<file path="config.mk">
export PLATFORM = sky130hd
export DESIGN_NAME = i2c_txn_arbiter
export DESIGN_NICKNAME = d
export VERILOG_FILES = /design/src/rtl/i2c_txn_arbiter.sv
export SDC_FILE = /design/constraint.sdc
export NUM_CORES = 1
export LEC_CHECK = 0
export ABC_AREA = 1
export CAP_MARGIN = 20
export CELL_PAD_IN_SITES_DETAIL_PLACEMENT = 1
export CELL_PAD_IN_SITES_GLOBAL_PLACEMENT = 1
export CORE_ASPECT_RATIO = 1.25
export CORE_MARGIN = 2
export CORE_UTILIZATION = 32
export DETAILED_ROUTE_END_ITERATION = 10
export GPL_TIMING_DRIVEN = 0
export PLACE_DENSITY = 0.87
export RECOVER_POWER = 50
export SYNTH_ARGS = -nofsm -noshare
export SYNTH_HDL_FRONTEND = slang
export SYNTH_SLANG_ARGS = --single-unit
export TNS_END_PERCENT = 1
</file>
<file path="constraint.sdc">
create_clock -name Clk -period 1.7 [get_ports Clk]
set_input_delay 0.34 -clock Clk [delete_from_list [all_inputs] [get_ports Clk]]
set_output_delay 0.34 -clock Clk [all_outputs]
set_load 0.02 [all_outputs]
</file>
<file path="src/rtl/i2c_txn_arbiter.sv">
// i2c_txn_arbiter: round-robin arbiter launching two requesters' transactions on one I2C master, with a watchdog.
// Optional I2C_ARB_RETRY_EN: a NACKed transaction is relaunched once before Err is reported.
module i2c_txn_arbiter #(
    parameter int TIMEOUT_CYC = 1023
) (
    input  logic       Clk,
    input  logic       Rst,
    input  logic [1:0] Req,
    input  logic [1:0] Rw_in,
    input  logic [7:0] Ptr_in0,
    input  logic [7:0] Ptr_in1,
    input  logic [1:0] Setp_in,
    input  logic       Ready,
    input  logic       Error,
    output logic       Start,
    output logic       R_W,
    output logic [7:0] Pointer,
    output logic       Set_pointer,
    output logic [1:0] Gnt,
    output logic [1:0] Done,
    output logic [1:0] Err,
    output logic       Timeout
);
    typedef enum logic [2:0] {IDLE, LAUNCH, WAIT_BUSY, WAIT_DONE, RESP} state_t;
    localparam logic [15:0] TO = 16'(TIMEOUT_CYC);

    state_t      state_q, state_d;
    logic        start_q, start_d, rw_q, rw_d, setp_q, setp_d;
    logic [7:0]  ptr_q, ptr_d;
    logic [1:0]  gnt_q, gnt_d, done_q, done_d, err_q, err_d;
    logic        timeout_q, timeout_d, eflag_q, eflag_d, last_q, last_d;
    logic [15:0] wd_q, wd_d;
    logic        pick, eflag_n, wd_hit, retry_ok;
`ifdef I2C_ARB_RETRY_EN
    logic        retry_q, retry_d;
    assign retry_ok = !retry_q;
`else
    assign retry_ok = 1'b0;
`endif

    always_comb begin
        state_d   = state_q;
        start_d   = 1'b0;
        rw_d      = rw_q;
        ptr_d     = ptr_q;
        setp_d    = setp_q;
        gnt_d     = gnt_q;
        done_d    = 2'b00;
        err_d     = 2'b00;
        timeout_d = 1'b0;
        wd_d      = wd_q;
        eflag_d   = eflag_q;
        last_d    = last_q;
`ifdef I2C_ARB_RETRY_EN
        retry_d   = retry_q;
`endif
        // On a tie the requester not served last wins; otherwise the sole requester.
        pick      = (Req == 2'b11) ? ~last_q : Req[1];
        eflag_n   = eflag_q | Error;
        wd_hit    = (wd_q + 16'd1) == TO;
        case (state_q)
            IDLE: begin
                if (Ready && Req != 2'b00) begin
                    rw_d    = Rw_in[pick];
                    ptr_d   = pick ? Ptr_in1 : Ptr_in0;
                    setp_d  = Setp_in[pick];
                    gnt_d   = pick ? 2'b10 : 2'b01;
                    eflag_d = 1'b0;
`ifdef I2C_ARB_RETRY_EN
                    retry_d = 1'b0;
`endif
                    state_d = LAUNCH;
                end
            end
            LAUNCH: begin
                start_d = 1'b1;
                wd_d    = 16'd0;
                state_d = WAIT_BUSY;
            end
            WAIT_BUSY, WAIT_DONE: begin
                wd_d    = wd_q + 16'd1;
                eflag_d = eflag_n;
                if (wd_hit) begin
                    timeout_d = 1'b1;
                    err_d     = gnt_q;
                    gnt_d     = 2'b00;
                    last_d    = gnt_q[1];
                    state_d   = IDLE;
                end else if (state_q == WAIT_BUSY) begin
                    state_d = Ready ? WAIT_BUSY : WAIT_DONE;
                end else if (Ready) begin
                    // Response pulses are registered on entry so they are visible during RESP.
                    done_d  = eflag_n ? 2'b00 : gnt_q;
                    err_d   = (eflag_n && !retry_ok) ? gnt_q : 2'b00;
                    state_d = RESP;
                end
            end
            RESP: begin
`ifdef I2C_ARB_RETRY_EN
                if (eflag_q && !retry_q) begin
                    retry_d = 1'b1;
                    eflag_d = 1'b0;
                    state_d = LAUNCH;
                end else
`endif
                begin
                    gnt_d   = 2'b00;
                    last_d  = gnt_q[1];
                    state_d = IDLE;
                end
            end
            default: state_d = IDLE;
        endcase
    end

    always_ff @(posedge Clk) begin
        if (Rst) begin
            state_q   <= IDLE;
            start_q   <= 1'b0;
            rw_q      <= 1'b0;
            ptr_q     <= 8'h00;
            setp_q    <= 1'b0;
            gnt_q     <= 2'b00;
            done_q    <= 2'b00;
            err_q     <= 2'b00;
            timeout_q <= 1'b0;
            wd_q      <= 16'd0;
            eflag_q   <= 1'b0;
            last_q    <= 1'b1;
`ifdef I2C_ARB_RETRY_EN
            retry_q   <= 1'b0;
`endif
        end else begin
            state_q   <= state_d;
            start_q   <= start_d;
            rw_q      <= rw_d;
            ptr_q     <= ptr_d;
            setp_q    <= setp_d;
            gnt_q     <= gnt_d;
            done_q    <= done_d;
            err_q     <= err_d;
            timeout_q <= timeout_d;
            wd_q      <= wd_d;
            eflag_q   <= eflag_d;
            last_q    <= last_d;
`ifdef I2C_ARB_RETRY_EN
            retry_q   <= retry_d;
`endif
        end
    end

    assign Start       = start_q;
    assign R_W         = rw_q;
    assign Pointer     = ptr_q;
    assign Set_pointer = setp_q;
    assign Gnt         = gnt_q;
    assign Done        = done_q;
    assign Err         = err_q;
    assign Timeout     = timeout_q;
endmodule

</file>
== Word-level counts from Yosys, hierarchy flattened ==
Cells that the tools add are included.
Word-level totals
  register bits: 39
  input bits: 26
  output and inout bits: 18
  logic and storage cells: 69
Cells by class
  $add $sub $neg: 1
  $lt $le $gt $ge: 1
  equality and inequality tests: 9
  muxes and demuxes: 27
  bitwise gates (word level): 4
  reduce and logical (&&, ||, !) cells: 15
Operators with widths (number)
  16-bit case mux with 2 select lines: 1
  16-bit by 1-bit adder with 16-bit output (second input constant): 1
  16-bit by 10-bit equality test with 1-bit output (second input constant): 1
  2-bit 2-to-1 mux: 7
  3-bit 2-to-1 mux: 4
  1-bit 2-to-1 mux: 10
  3-bit case mux with 3 select lines: 1
  8-bit 2-to-1 mux: 1
  2-bit AND reduction: 4
  2-bit nonzero test: 4
  3-bit by 2-bit equality test with 1-bit output (second input constant): 2
  2-bit case mux with 3 select lines: 1
  6-bit OR reduction: 1
  2-bit inequality test (second input constant): 2
  4-bit inequality test (second input constant): 1
  1-bit case mux with 2 select lines: 2
  2-bit OR reduction: 2
  3-bit by 1-bit equality test with 1-bit output (second input constant): 1
  3-bit equality test (second input constant): 1
  3-bit logical NOT: 1
  1-bit inverter: 3
  3-bit AND reduction: 1
  3-bit nonzero test: 1
  2-bit equality test (second input constant): 1
  other kinds (3): 3

== Logic depth before layout (Yosys ltp) ==
Gate-level depths: netlist of the first run.
  depth after elaboration: 5
  depth in mapped cells: 15
  depth with buffers taken out: 15

== Least setup slack after synthesis of the first run ==
OpenSTA, ideal clock, no wires.
  path kind: register to register
  from: register wd_q[1]
  to: register state_q[0]
  setup time: 0.112 ns
  arrival time: 1.670 ns
  required time: 1.588 ns
  path slack: -0.082 ns
  cell stages (with the launch flop): 15
  path buffers: 0
  path through: dfxtp_1 ha_1 nand3_2 nor2_2 nand2_1 nand2_1 nand2_1 nor2_1 inv_1 nor2_1 nand3b_1 nand2_1 nand2_1 nor2_1 nor2_1
Between the ends
  word-level cells in the longest chain between the ends: 4
  elaborated cells on any way between the ends: 6
  those cells by class: 1 x add/sub; 2 x eq/ne; 2 x mux; 1 x reduce/logical
Ends and longest elaborated chain
  from (decl): line 32  | logic [15:0] wd_q, wd_d;
  from (signal assigned): line 143  | wd_q <= wd_d;
  16-bit by 1-bit adder with 16-bit output (*): line 60  | wd_hit = (wd_q + 16'd1) == TO;
  16-bit by 10-bit equality test with 1-bit output (*): line 60
  3-bit 2-to-1 mux or 4-bit inequality test (tied branches)
  3-bit case mux with 3 select lines or 2-bit AND reduction (tied branches)
  to (signal assigned): line 134  | state_q <= state_d;
  to (decl): line 27  | state_t state_q, state_d;
Mark *: on every way between the ends. The rest lies on a longest branch, timed or not.
A chain may end at the register's enable or synchronous reset.

== Final worst setup path of the first run ==
  from: register wd_q[1]
  to: register done_q[1], in the netlist Done[1]
Between the ends
  word-level cells in the longest chain between the ends: 3
Ends and longest elaborated chain
  16-bit by 1-bit adder with 16-bit output: line 60
  16-bit by 10-bit equality test with 1-bit output: line 60
  6-bit OR reduction (no line)
  to (signal assigned): line 140  | done_q <= done_d;
  to (decl): line 30  | logic [1:0] gnt_q, gnt_d, done_q, done_d, err_q, err_d;
Every way passes these cells.

==> metrics.txt, run 1 <==
GR Overflow Total 0; number of flops mapped to enable cells by yosys 0; Final nets 399; Synth Area in Adders 1.22%; gpl congestion 0.833; setup violators final 34; PwrDens 976 nW/um^2; syn nets 335; number of antenna diodes 0; DR WL/cell 15.9 um; number of fill cells 787; Tmin final 2.09 ns; initial drt markers 66; Clock Sinks 39; RSZ-0062 raised after global routing yes; Finished Core Util 47.3%; DP Cell Count 435; post-synthesis register bit count 39; Routed Antenna Nets 0; reg-to-reg endpoint Done[1]; clock latency on the worst-skew pair 0.31 ns; largest area contributor in the netlist dfxtp_1; I/O pins 44; pins over their slew limit 0; worst path arrival time 2.34 ns; smallest setup slack after layout -0.394 ns; YS warnings 0; Final Routed Wirelength 7.28 mm; Critical Path Start Type register; R2R setup slack -0.39 ns; Design Area, Final 2930 um^2; Worst EP required 1.94 ns; Cells after Synth 307; first-pass GRT wire length 11.2 mm; Chip Height 93.6 um; Post-Syn Area 2050 um^2; Max Fclk 0.478 GHz; Pwr Total 2.86 mW; # Max-Cap Violations 0; largest family of logic cells by synthesized area simple AND/OR/NAND/NOR gates; Async SR Flop Fraction 0%; Hold/Removal Path Class reg -> reg; Starting Density 33.1%; clk_skew 0.00612 ns; vias in the first global route 2,550; final worst-path cycle share 123%; drt first pass iters 4; htree depth 2; Pleak 1.09 nW; Max VDD drop 444 uV; HPWL after detailed placement 5.04 mm; Clock Pin Slew Worst Setup and Hold Paths 0.09 ns; TNS Setup -6.23 ns; CTS tree yes; slew margin rel. 56.6%; GRT Util Overall 20.9%; RR Startpoint wd_q[1]; Worst setup EP type register; Yosys top cell area share 38.0%; Num CTS Buffers 5; Worst Hold Launch wd_q[5]; post-synthesis mux area share 0%; DIE WIDTH 75.7 um; placed inst area 2610 um^2; Mean Syn Cell Area 6.69 um^2; violated checks negative setup slack; clk root buf clkbuf_8; Register-to-Register Path Depth 11; DRC viols 0; Final Hold Fails 0; Hold WS 0.503 ns; initial antenna violation count 0; register area share after synthesis 38.0%; Site Rows 32; CP Class reg -> reg; leading cell type in the layout, fill and taps excluded nand2_1; worst setup path endpoint Done[1]; CTS max path bufs 2; Crit Path Max Fanout 4; die area 7080 um^2; xor/xnor cell area share of the yosys netlist 2.50%; share of layout cells above drive strength 1 21.2%; worst setup path startpoint wd_q[1]; largest net degree at the start of global routing 15; DR vias 2,323; number of library cell types mapped by synthesis 27; simple logic cell fraction of the synthesized area 38.0%; Worst Max-Slew Pin Slew 0.650 ns; outcome finished, violations left; Synth Area in Compound Gates 12.4%; area delta synth->final 42.8%; most frequent cells in the layout nand2_1 (81), clkdlybuf4s50_1 (42), dfxtp_1 (31); pre-CTS setup slack -0.443 ns; Post-Layout Cell Count 457; IO buf count 43; hold-critical path depth 2; Vias/cell 5.08; Post-synth top flop dfxtp_1; Synth area leaders dfxtp_1 (38%), nand2_1 (16%), nand3_1 (5.8%); area of the core 6210 um^2
final cells by class:
type	count	area, um^2	share of cell area, %
Timing Repair Buffer	57	533	18.2
Clock inverter	3	23.8	0.811
Tap cell	85	106	3.63
Buffer	9	41.3	1.41
Sequential cell	39	798	27.2
Clock buffer	5	68.8	2.35
Inverter	33	126	4.31
Multi-Input combinational cell	226	1230	42.1
critical path, stage by stage, from the launching register on:
cell and delay, ns:
dfxtp_4 0.38, ha_4 0.15, nand3_4 0.14, inv_4 0.11, nand2_2 0.09, o21ai_1 0.29
nand2_2 0.13, nand2_1 0.12, nand3b_1 0.26, buf_4 0.17, nand3_2 0.07, nor2_1 0.12
cells in the mapped netlist, types with 2 or more instances:
master,number
o22ai_1,4
nand3_1,24
inv_2,3
o21ai_0,20
a31oi_1,10
nand3b_1,2
nor3_1,5
clkbuf_1,8
inv_1,30
nand3_2,2
xor2_1,3
nand4_1,4
nor2_2,5
nor2_1,32
a21oi_1,7
dfxtp_1,39
ha_1,2
nand2_2,5
o32ai_1,2
nand2_1,90
nor2_4,4
how the worst min path moves through the flow:
stage	slack, ns	end
global route	0.53	wd_q[7]
global placement	0.47	wd_q[0]
CTS	0.51	wd_q[6]
detailed placement	0.49	wd_q[0]
floorplan	0.44	wd_q[0]
finish	0.50	wd_q[5]
report_power, final:
part           total, mW  internal, mW  switching, mW  leakage [nW]
Combinational       1.04         0.403          0.638         0.729
Clock              0.682         0.294          0.388        0.0408
Sequential          1.14          1.04          0.102         0.322
Total               2.86          1.73           1.13          1.09
repair_timing:
item / CTS / global route
endpoints found under the hold margin: 0 / 0
pin swaps: 7 / 12
setup buffers: 8 / 6
cloned: 0 / 0
hold buffers: 0 / 0
resized for setup: 22 / 21
setup endpoints to repair: 32 / 34
cells by family (layout without fill, tap and decap cells):
kind of cell,after synthesis,in the layout
DFF,39,39
xor gates and xnor gates,5,5
and+or+nand+nor,174,174
buffers and inverters,42,107
adders and majority gates,2,2
AOI/OAI and AO/OA,45,45
metal layers:
layer	routed length (um)	vias to the layer above	GRT usage, %
met1	2540	1093	19.2
met4	340	0	10.4
met3	307	30	4.53
met2	4100	76	40.7
met5	0	-	0
li1	-	1124	-
sequential cells by signal (all words and copies together), names as in the netlist:
signal       count
wd_q            16
Pointer          8
state_q          3
Done             2
Err              2
Gnt              2
R_W              1
Set_pointer      1
Start            1
Timeout          1
eflag_q          1
last_q           1
No activity file was read; power rests on OpenSTA's default activity.
==> run 2: changes to the inputs <==
--- a/config.mk
+++ b/config.mk
@@ -16,6 +16,7 @@
 export GPL_TIMING_DRIVEN = 0
 export PLACE_DENSITY = 0.87
 export RECOVER_POWER = 50
+export SKIP_CTS_REPAIR_TIMING = 1
 export SYNTH_ARGS = -nofsm -noshare
 export SYNTH_HDL_FRONTEND = slang
 export SYNTH_SLANG_ARGS = --single-unit
==> run 2 against run 1 <==
  * The run still ends with negative setup slack left
  * Sequential share of layout area is 0.83 points higher
  * Die area stayed put
  * Register-to-register slack better by 0.12 ns
  * Sequential power hardly changed
  * Utilization is 1.2 points lower
  * Count of clock-buffer cells in the layout stayed put
  * Highest routed layer unchanged
  * Via count is 4.6% lower
  * Largest power group unchanged
==> metrics.txt, run 2 (same netlist as run 1, synthesis figures left out) <==
R2R setup slack -0.27 ns (+0.12 ns); Final nets 391 (-2.0%); Post-Layout Cell Count 449 (-1.8%); violated checks negative setup slack; GR Overflow Total 0 (unchanged); smallest setup slack after layout -0.274 ns (+0.120 ns); Crit Path Max Fanout 6 (+2); Clock Sinks 39 (unchanged); # Max-Cap Violations 0 (unchanged); pins over their slew limit 0 (unchanged); Worst Max-Slew Pin Slew 0.592 ns (-0.0582 ns); worst setup path endpoint state_q[0]; number of fill cells 782 (-0.64%); Starting Density 33.1% (unchanged); largest net degree at the start of global routing 15 (unchanged); DR vias 2,215 (-4.6%); CTS max path bufs 2 (unchanged); most frequent cells in the layout nand2_1 (83), clkdlybuf4s50_1 (37), dfxtp_1 (30); initial antenna violation count 0 (unchanged); Num CTS Buffers 5 (unchanged); Register-to-Register Path Depth 15 (+4); gpl congestion 0.833 (unchanged); CTS tree yes; Routed Antenna Nets 0 (unchanged); leading cell type in the layout, fill and taps excluded nand2_1; RR Startpoint wd_q[0]; drt first pass iters 4 (unchanged); htree depth 2 (unchanged); initial drt markers 61 (-7.6%); Vias/cell 4.93 (-3.0%); most flop-heavy register wd_q; Pleak 1.06 nW (-2.8%); Site Rows 32 (unchanged); HPWL after detailed placement 5.04 mm (unchanged); reg-to-reg endpoint state_q[0]; DR WL/cell 14.8 um (-7.2%); Finished Core Util 46.1% (-1.2 points); Largest register FFs 16 (unchanged); CP max stage delay 0.38 ns (about the same); Tmin final 1.97 ns (-0.120 ns); RSZ-0062 raised after global routing yes; Critical Path Start Type register; Clock Pin Slew Worst Setup and Hold Paths 0.09 ns (about the same); DRC viols 0 (unchanged); Worst EP required 1.91 ns (-0.03 ns); Worst setup EP type register; PwrDens 981 nW/um^2 (+0.58%); outcome finished, violations left; area delta synth->final 39.2%; worst path arrival time 2.18 ns (-0.16 ns); Max Fclk 0.507 GHz (+6.1%); I/O pins 44 (unchanged); IO buf count 43 (unchanged); share of layout cells above drive strength 1 17.9% (-3.4 points); Hold/Removal Path Class reg -> reg; slew margin rel. 60.5% (+3.9 points); CP Class reg -> reg; vias in the first global route 2,409 (-5.5%); DIE WIDTH 75.7 um (unchanged); slowest stage cell on the critical path dfxtp_4; GRT Util Overall 19.5% (-1.4 points); die area 7080 um^2 (unchanged); setup violators final 28 (-18%); number of antenna diodes 0 (unchanged); Chip Height 93.6 um (unchanged); area of the core 6210 um^2 (unchanged); DP Cell Count 435 (unchanged); clk_skew 0.00742 ns (+0.00130 ns); crit-path cells ha_4, nand3_4, inv_2, nand2_1, nand2_1, nand2_2, nand2_2, nor2_4, inv_2, nor2_2, nand3b_1, nand2_2, nand2_2, nor2_2, nor2_1; first-pass GRT wire length 10.5 mm (-6.2%); Final Routed Wirelength 6.64 mm (-8.9%); final worst-path cycle share 116% (-7.0 points); CP dominant cell by count nand2_2; worst setup path startpoint wd_q[0]; Final Hold Fails 0 (unchanged); clock latency on the worst-skew pair 0.31 ns (about the same); Max VDD drop 373 uV (-16%); clk root buf clkbuf_8; Pwr Total 2.81 mW (-1.9%)
run 2: critical path, delay by kind of cell (launching register included):
| family | cells | cell delay, ns |
|---|---|---|
| simple gates | 12 | 1.20 |
| flops | 1 | 0.38 |
| fa+ha+maj | 1 | 0.17 |
| buf+inv | 2 | 0.11 |
run 2: worst min-delay path by stage:
stage | startpoint | to | slack, ns | cells after the start
floorplan | wd_q[0] | wd_q[0] | 0.44 | 1
finish | wd_q[6] | wd_q[6] | 0.51 | 2
global placement | wd_q[0] | wd_q[0] | 0.47 | 1
detailed placement | wd_q[0] | wd_q[0] | 0.49 | 1
CTS | wd_q[0] | wd_q[0] | 0.50 | 1
global route | wd_q[7] | wd_q[7] | 0.53 | 2
run 2: report_power, final:
part	internal (mW)	switching [mW]
clock	0.294	0.393
combinational	0.369	0.605
sequential	1.04	0.109
total	1.70	1.11
run 2: cell type report:
| cell class | instances | area, um^2 | share of cell area [%] |
|---|---|---|---|
| clock buffer | 5 | 68.8 | 2.41 |
| timing repair buffer | 49 | 473 | 16.5 |
| inverter | 33 | 124 | 4.33 |
| sequential | 39 | 802 | 28.1 |
| buffer | 9 | 38.8 | 1.36 |
| tap | 85 | 106 | 3.72 |
| clock inverter | 3 | 23.8 | 0.832 |
| multi-input combinational | 226 | 1220 | 42.8 |
run 2: per-stage QoR:
step	area (um^2)	hold WS [ns]	setup WS (ns)	TNS (ns)
after floorplan	2070	0.444	0.00481	0
after global placement	2610	0.473	-0.363	-8.23
final	2860	0.510	-0.274	-3.68
after global routing	2860	0.532	-0.415	-8.02
after CTS	2700	0.503	-0.449	-5.66
after detailed placement	2610	0.488	-0.443	-10.59
run 2: per-layer routing:
| metal | vias to the layer above | global-route usage (%) | wire length (um) |
|---|---|---|---|
| li1 | 1104 | - | - |
| met1 | 1044 | 18.9 | 2530 |
| met2 | 54 | 37.5 | 3730 |
| met3 | 13 | 4.09 | 241 |
| met4 | 0 | 8.63 | 142 |
| met5 | - | 0 | 0 |
